### config.mk
export PLATFORM = sky130hd
export DESIGN_NAME = gate_sweeper
export DESIGN_NICKNAME = d
export VERILOG_FILES = /design/src/rtl/gate_pkg.sv /design/src/rtl/gate_eval.sv /design/src/rtl/gate_sweeper.sv
export SDC_FILE = /design/constraint.sdc
export NUM_CORES = 1
export LEC_CHECK = 0
export CORE_AREA = 3 3 40 42
export CTS_BUF_LIST = sky130_fd_sc_hd__clkbuf_8
export DETAILED_ROUTE_END_ITERATION = 12
export DIE_AREA = 0 0 43 45
export MAX_ROUTING_LAYER = met4
export PLACE_DENSITY_LB_ADDON = 0.12
export SLEW_MARGIN = 20
export SYNTH_ARGS = -nofsm -noshare
export SYNTH_HDL_FRONTEND = slang
export SYNTH_SLANG_ARGS = --single-unit
export TNS_END_PERCENT = 50
### constraint.sdc
create_clock -name clk -period 1.2 [get_ports clk]
set_input_delay 0.3 -clock clk [delete_from_list [all_inputs] [get_ports clk]]
set_output_delay 0.3 -clock clk [all_outputs]
set_load 0.02 [all_outputs]
### src/rtl/gate_pkg.sv
// Shared definitions for gate_sweeper: mode encodings, sweep FSM states and the reserved-mode output.
package gate_pkg;

    localparam int MODE_W = 3;

    typedef enum logic [MODE_W-1:0] {
        MODE_AND  = 3'd0,
        MODE_OR   = 3'd1,
        MODE_XOR  = 3'd2,
        MODE_NAND = 3'd3,
        MODE_NOR  = 3'd4,
        MODE_XNOR = 3'd5,
        MODE_RSV6 = 3'd6,
        MODE_RSV7 = 3'd7
    } mode_e;

    typedef enum logic [1:0] {
        ST_IDLE = 2'd0,
        ST_RUN  = 2'd1,
        ST_FIN  = 2'd2
    } state_e;

    localparam logic RESERVED_Y = 1'b0;

    // A divide-by-one counter still needs one bit so the register is never zero-width.
    function automatic int cnt_width(input int div);
        return (div > 1) ? $clog2(div) : 1;
    endfunction

endpackage

### src/rtl/gate_eval.sv
// Combinational N_IN-input gate: reduces every bit of vec according to mode.
module gate_eval
    import gate_pkg::*;
#(
    parameter int N_IN = 2
) (
    input  logic [MODE_W-1:0] mode,
    input  logic [N_IN-1:0]   vec,
    output logic              result
);

    always_comb begin
        // NOTE: every always_comb output gets a default first so no path can infer a latch.
        result = RESERVED_Y;
        case (mode_e'(mode))
            MODE_AND:  result = &vec;
            MODE_OR:   result = |vec;
            MODE_XOR:  result = ^vec;
            MODE_NAND: result = ~(&vec);
            MODE_NOR:  result = ~(|vec);
            MODE_XNOR: result = ~(^vec);
            default:   result = RESERVED_Y;
        endcase
    end

endmodule

### src/rtl/gate_sweeper.sv
// Registered N_IN-input logic gate with an optional truth-table sweeper.
// Define GATE_SWEEP_EN to build the sweep FSM; otherwise vec simply follows sw.
module gate_sweeper
    import gate_pkg::*;
#(
    parameter int N_IN     = 2,
    parameter int TICK_DIV = 4
) (
    input  logic              clk,
    input  logic              rst_n,
    input  logic [MODE_W-1:0] mode,
    input  logic [N_IN-1:0]   sw,
    input  logic              sweep_start,
    output logic [N_IN-1:0]   vec,
    output logic              y,
    output logic              busy,
    output logic              step,
    output logic              done
);

    logic [N_IN-1:0] vec_q, vec_d;
    logic            y_q, y_d;

    gate_eval #(.N_IN(N_IN)) u_eval (
        .mode   (mode),
        .vec    (vec_q),
        .result (y_d)
    );

    always_ff @(posedge clk or negedge rst_n) begin
        // NOTE: sequential state uses non-blocking assignments so every flop samples pre-edge values.
        if (!rst_n) begin
            vec_q <= '0;
            y_q   <= 1'b0;
        end else begin
            vec_q <= vec_d;
            y_q   <= y_d;
        end
    end

    assign vec = vec_q;
    assign y   = y_q;

`ifdef GATE_SWEEP_EN

    localparam int              CNT_W     = cnt_width(TICK_DIV);
    localparam logic [CNT_W-1:0] TICK_LAST = CNT_W'(TICK_DIV - 1);
    localparam logic [N_IN-1:0]  VEC_LAST  = '1;

    state_e           state_q, state_d;
    logic [CNT_W-1:0] tick_q, tick_d;
    logic             tick_end;

    assign tick_end = (tick_q == TICK_LAST);

    always_ff @(posedge clk or negedge rst_n) begin
        if (!rst_n) begin
            state_q <= ST_IDLE;
            tick_q  <= '0;
        end else begin
            state_q <= state_d;
            tick_q  <= tick_d;
        end
    end

    always_comb begin
        state_d = state_q;
        vec_d   = vec_q;
        tick_d  = tick_q;
        case (state_q)
            ST_IDLE: begin
                vec_d  = sw;
                tick_d = '0;
                if (sweep_start) begin
                    state_d = ST_RUN;
                    vec_d   = '0;
                end
            end
            ST_RUN: begin
                if (tick_end) begin
                    tick_d = '0;
                    // The last vector keeps its value through FIN; IDLE reloads sw afterwards.
                    if (vec_q == VEC_LAST) begin
                        state_d = ST_FIN;
                    end else begin
                        vec_d = vec_q + N_IN'(1);
                    end
                end else begin
                    tick_d = tick_q + CNT_W'(1);
                end
            end
            ST_FIN: begin
                state_d = ST_IDLE;
            end
            default: begin
                state_d = ST_IDLE;
                tick_d  = '0;
            end
        endcase
    end

    // Status outputs decode registered state only, so reset clears them at once.
    assign busy = (state_q == ST_RUN);
    assign step = (state_q == ST_RUN) && tick_end && (vec_q != VEC_LAST);
    assign done = (state_q == ST_FIN);

`else

    logic unused_sweep_start;

    assign unused_sweep_start = sweep_start;
    assign vec_d = sw;
    assign busy  = 1'b0;
    assign step  = 1'b0;
    assign done  = 1'b0;

`endif

endmodule
==> results of run 1 <==
[layout by cell type (no fill, tap or decap)]
| cell | count |
|---|---|
| dfrtp_1 | 1 |
| dlygate4sd2_1 | 1 |
| conb_1 | 3 |
| clkbuf_8 | 3 |
| ha_1 | 1 |
| o311ai_2 | 1 |
| clkdlybuf4s15_1 | 1 |
| mux2i_1 | 1 |
| o2111ai_1 | 1 |
| clkdlybuf4s50_1 | 6 |
| a211o_1 | 1 |
| or2b_1 | 2 |
| inv_1 | 3 |
| buf_4 | 2 |
| inv_2 | 2 |
| buf_2 | 1 |
| nand2_1 | 1 |
| dfrtp_2 | 2 |
| ha_4 | 1 |
[sequential cells by signal, indices dropped and copies added (netlist names)]
name / flops
vec: 2
y: 1
[power by group through the flow]
stage                     clock [uW]  sequential [uW]  combinational (uW)
after CTS                        289              114                87.5
after global placement             0              115                88.4
after detailed placement           0              115                88.2
after global routing             307              115                93.8
final                            278              114                85.9
after floorplan                    0              124                37.4
[metrics by stage]
step                      instances  cell area (um2)
after global placement           45              320
after CTS                        49              372
final                            49              367
after detailed placement         45              320
after global routing             49              367
after floorplan                  22              219
[per-layer routing]
metal	GRT usage	up-vias	routed length (um)
met4	0.0723	0	0
met2	0.0898	6	252
met5	-	-	0
met3	0.0120	0	22
met1	0.0435	80	140
li1	-	86	-
[final cells by class]
| class | count | share of cell area |
|---|---|---|
| Tap cell | 15 | 0.0512 |
| Sequential cell | 3 | 0.212 |
| Clock buffer | 3 | 0.113 |
| Multi-Input combinational cell | 12 | 0.304 |
| Inverter | 4 | 0.0410 |
| Clock inverter | 1 | 0.0102 |
| Timing Repair Buffer | 11 | 0.270 |
[what timing repair did]
action                                  in CTS  in global routing
endpoints found under the setup margin       4                  4
buffers inserted                             0                  0
hold endpoints to repair                     0                  0
resized for setup                            6                  2
[kinds of logic after synthesis]
kind of cell | after synthesis | synth area share
fa+ha+maj | 2 | 0.127
buf+inv | 7 | 0.191
mux | 1 | 0.0510
flops | 3 | 0.382
simple gates | 3 | 0.0955
compound gates | 3 | 0.134
other cells | 1 | 0.0191
[worst max-delay path by stage]
stage               cells past startpoint  end  slack (ps)  startpoint
CTS                                     5    y        -150      vec[1]
global route                            5    y        -200      vec[1]
detailed placement                      4    y        -330     mode[0]
global placement                        4    y        -300     mode[0]
finish                                  5    y        -150      vec[1]
floorplan                               5    y        -130      vec[1]
==> run_results.csv, run 1 <==
group,metric,value,unit
grt,grt_max_degree,5,
floorplan,die_w,43,um
yosys,ys_top_cells_by_area,"dfrtp_1 38%, ha_1 13%, buf_4 11%",
sta,hold_ws,268,ps
sta,grt_setup_unrepaired,"yes",
layout,seqCellArea,77.6,um2
yosys,synth_flop_cell,"dfrtp_1",
cts,cts_tree,"built",
drt,route.detailed.wl_per_inst,8.47,um
worst_setup_path,max_stage_delay,410,ps
sta,maxSlewViolCount,0,
yosys,async_reset_ff_frac,1.00,
worst_setup_path,arrival,1450,ps
grt,grt_pass1_vias,184,
yosys,synth_seq_cells,3,
sta,setup_slack,-153,ps
cts,clk_pin_slew,30,ps
worst_setup_path,path_class,"flop to flop",
layout,diodes,0,
yosys,ys_seq_area_frac,0.382,
pwr,combPwrFrac,0.180,
status,status,"finished with violations",
pwr,leakage,0.000169,uW
drt,dr.pass1.iters,1,
cts,clk_root_buffer_cell,"clkbuf_8",
worst_setup_path,cp_top_family,"flip-flops",
yosys,synth_cell_type_count,11,
worst_setup_path,path_max_fanout,3,
worst_setup_path,rr_startpoint,"vec[1]",
worst_setup_path,ff2ff_path_depth,5,
yosys,synth_top_area_frac,0.382,
drt,vias_per_cell,3.51,
worst_setup_path,worstReg2RegEnd,"y",
worst_setup_path,critical_path_required,1300,ps
cts,cts_buffers,3,
sta,final.setup.tns,-195,ps
layout,syn_to_final_growth,86.6,%
sta,fin_crit_sh,1.13,
layout,fill_cells,144,
layout,drive_gt1_frac,0.353,
yosys,synth_common_cells,"4 x inv_1, 3 x buf_4, 3 x dfrtp_1, 2 x ha_1, 2 x or2b_1",
yosys,yosysTopAreaCell,"dfrtp_1",
placement,place.gp.congestion,0.603,
yosys,synth_area,196,um2
run,cap_violations,0,
floorplan,fp-row-count,13,
worst_setup_path,worst-path-buf-inv,1,
drt,wl,415,um
yosys,post-synth-top-count-cell,"inv_1",
floorplan,fp.coreArea,1280,um2
sta,finClkSkew,1.52,ps
pwr,swShare,0.223,
worst_setup_path,startpoint_type,"flop",
cts,clock_path_buffers,2,
floorplan,dieHeight,45,um
layout,multiInputGateArea,111,um2
grt,antenna_found_initial,0,
pwr,intPower,371,uW
layout,post-route-util,0.285,
grt,grt_pass1_wl,696,um
sta,period_needed,1350,ps
sta,max_freq,739,MHz
grt,grt.overflow.total,0,
drt,drc,0,
pwr,p_clk_frac,0.582,
worst_setup_path,crit_chain,"inv_2, ha_4, or2b_1, a211o_1, o311ai_2",
drt,ant_nets,0,
drt,dr_total_vias,172,
cts,clkSinkCount,3,
cts,htreeDepth,1,
pwr,vdd_ir_drop_max,0.910,mV
yosys,synthCells,20,
worst_setup_path,worstSetupEndpointType,"flop",
worst_setup_path,cp_slowest_cell,"dfrtp_2",
yosys,avgSynthCellArea,9.82,um2
worst_hold_path,hp-class,"input port to asynchronous set/reset pin",
pwr,power.total,478,uW
drt,drt_iter0_markers,0,
pwr,power.density,1300,nW/um2
sta,hold_violations,0,
sta,setup_viol,2,
grt,gr-usage-all-layers,0.0541,
floorplan,initial_core_util,0.153,
layout,nets,45,
worst_setup_path,ff2ff_setup_slack,-150,ps
placement,dp_slack,-331,ps
placement,portBuffers,9,
cts,holdBufCountCts,0,
cts,clk_latency,210,ps
floorplan,ios,14,
pwr,netSwitchingPower,107,uW
yosys,yosysWarnings,0,
yosys,synth_edf_count,0,
floorplan,die_area,1940,um2
pwr,power_frac_seq,0.238,
status,failed_checks,"setup timing",
(Power assumes the default switching activity.)
==> inputs of run 2 (changes only) <==
--- a/config.mk
+++ b/config.mk
@@ -5,10 +5,10 @@
 export SDC_FILE = /design/constraint.sdc
 export NUM_CORES = 1
 export LEC_CHECK = 0
-export CORE_AREA = 3 3 40 42
+export CORE_AREA = 2 2 39 41
 export CTS_BUF_LIST = sky130_fd_sc_hd__clkbuf_8
 export DETAILED_ROUTE_END_ITERATION = 12
-export DIE_AREA = 0 0 43 45
+export DIE_AREA = 0 0 41 43
 export MAX_ROUTING_LAYER = met4
 export PLACE_DENSITY_LB_ADDON = 0.12
 export SLEW_MARGIN = 20
==> run_results.csv, run 2 (same netlist as run 1, synthesis figures left out) <==
group,metric,value,unit
floorplan,ios,14,
cts,clock_path_buffers,2,
status,status,"finished with violations",
worst_setup_path,ff2ff_setup_slack,-140,ps
sta,fin_crit_sh,1.12,
worst_hold_path,hp-class,"input port to asynchronous set/reset pin",
layout,final_common_cell,"clkdlybuf4s50_1",
layout,diodes,0,
worst_setup_path,worstSetupEndpointType,"flop",
sta,grt_setup_unrepaired,"yes",
worst_setup_path,critical_path_required,1310,ps
status,failed_checks,"setup timing",
cts,clk_root_buffer_cell,"clkbuf_8",
drt,drt_iter0_markers,3,
grt,grt_max_degree,6,
layout,final_cell_mix,"6 x clkdlybuf4s50_1, 3 x inv_1, 3 x conb_1, 3 x clkbuf_8",
floorplan,fp.coreArea,1380,um2
sta,setup_viol,2,
layout,nets,43,
sta,max_freq,747,MHz
pwr,leakage,0.000161,uW
worst_setup_path,path_max_fanout,3,
grt,grt.overflow.total,0,
pwr,power.total,481,uW
layout,post-route-util,0.259,
floorplan,initial_core_util,0.142,
worst_setup_path,worstReg2RegEnd,"y",
pwr,power.density,1340,nW/um2
cts,clk_pin_slew,30,ps
drt,route.detailed.wl_per_inst,9.27,um
sta,period_needed,1340,ps
cts,holdBufCountCts,0,
floorplan,die_w,41,um
worst_setup_path,arrival,1450,ps
placement,portBuffers,9,
worst_setup_path,crit_end,"y",
cts,htreeDepth,1,
layout,syn_to_final_growth,82.8,%
layout,drive_gt1_frac,0.313,
floorplan,fp-row-count,14,
sta,setup_slack,-139,ps
sta,finClkSkew,0.451,ps
layout,final_area,359,um2
grt,antenna_found_initial,0,
floorplan,die_area,1760,um2
worst_setup_path,rr_startpoint,"vec[1]",
sta,hold_violations,0,
drt,drc,0,
worst_setup_path,ff2ff_path_depth,5,
sta,maxSlewViolCount,0,
cts,clkSinkCount,3,
grt,grt_pass1_vias,192,
placement,placed_cell_area,307,um2
drt,dr.pass1.iters,2,
placement,place.gp.congestion,0.575,
drt,dr_total_vias,167,
run,cap_violations,0,
cts,cts_tree,"built",
floorplan,dieHeight,43,um
sta,final.setup.tns,-192,ps
cts,cts_setup_buffers,0,
worst_setup_path,crit_start,"vec[1]",
worst_setup_path,path_class,"flop to flop",
sta,hold_ws,265,ps
worst_setup_path,startpoint_type,"flop",
drt,ant_nets,0,
drt,vias_per_cell,3.48,
drt,wl,445,um
cts,clk_latency,210,ps
grt,gr-usage-all-layers,0.0712,
grt,grt_pass1_wl,717,um
layout,largest_reg_flops,2,
pwr,vdd_ir_drop_max,0.523,mV
cts,cts_buffers,3,
[run 2: cell types whose count changed in the layout (fill, tap and decap cells not counted)]
| cell | delta |
|---|---|
| clkdlybuf4s15_2 | +1 |
| buf_2 | -1 |
| buf_4 | -2 |
[run 2: critical path: stages (launching register included)]
cell and delay (ps):
dfrtp_2 410, inv_2 70, ha_4 200, or2b_1 210, a211o_1 260, o311ai_2 70
[run 2: layout make-up]
class / count / area [um2]
multi-input combinational: 12 / 111
tap: 16 / 20.0
sequential: 3 / 77.6
clock inverter: 1 / 3.75
clock buffer: 3 / 41.3
timing repair buffer: 9 / 90.1
fill: 153 / 1020
inverter: 4 / 15.0
[run 2: worst min-delay path by stage]
stage	to	slack (ps)	cells after the start	startpoint
floorplan	vec[0]	4	0	rst_n
global placement	y	490	1	rst_n
detailed placement	y	490	1	rst_n
CTS	y	260	1	rst_n
global route	y	270	1	rst_n
finish	y	260	1	rst_n
[run 2: per-layer routing]
layer / global-route usage / part of all wire
met5: - / 0
met1: 0.0747 / 0.44
met3: 0.0576 / 0.12
met4: 0.0800 / 0
met2: 0.0719 / 0.44
[run 2: what timing repair did]
action / CTS / global route
endpoints found under the setup margin: 4 / 3
hold endpoints to repair: 0 / 0
resized for setup: 6 / 1
[run 2: where the power goes]
| part | switching [uW] | internal, uW |
|---|---|---|
| Combinational | 41.8 | 41.7 |
| Clock | 65.4 | 218 |
| Sequential | 4.59 | 110 |
[run 2: stage by stage]
step | worst slack [ps] | std cells
final | -139 | 48
after global routing | -215 | 48
after CTS | -162 | 48
after detailed placement | -379 | 44
after global placement | -366 | 44
after floorplan | -130 | 22
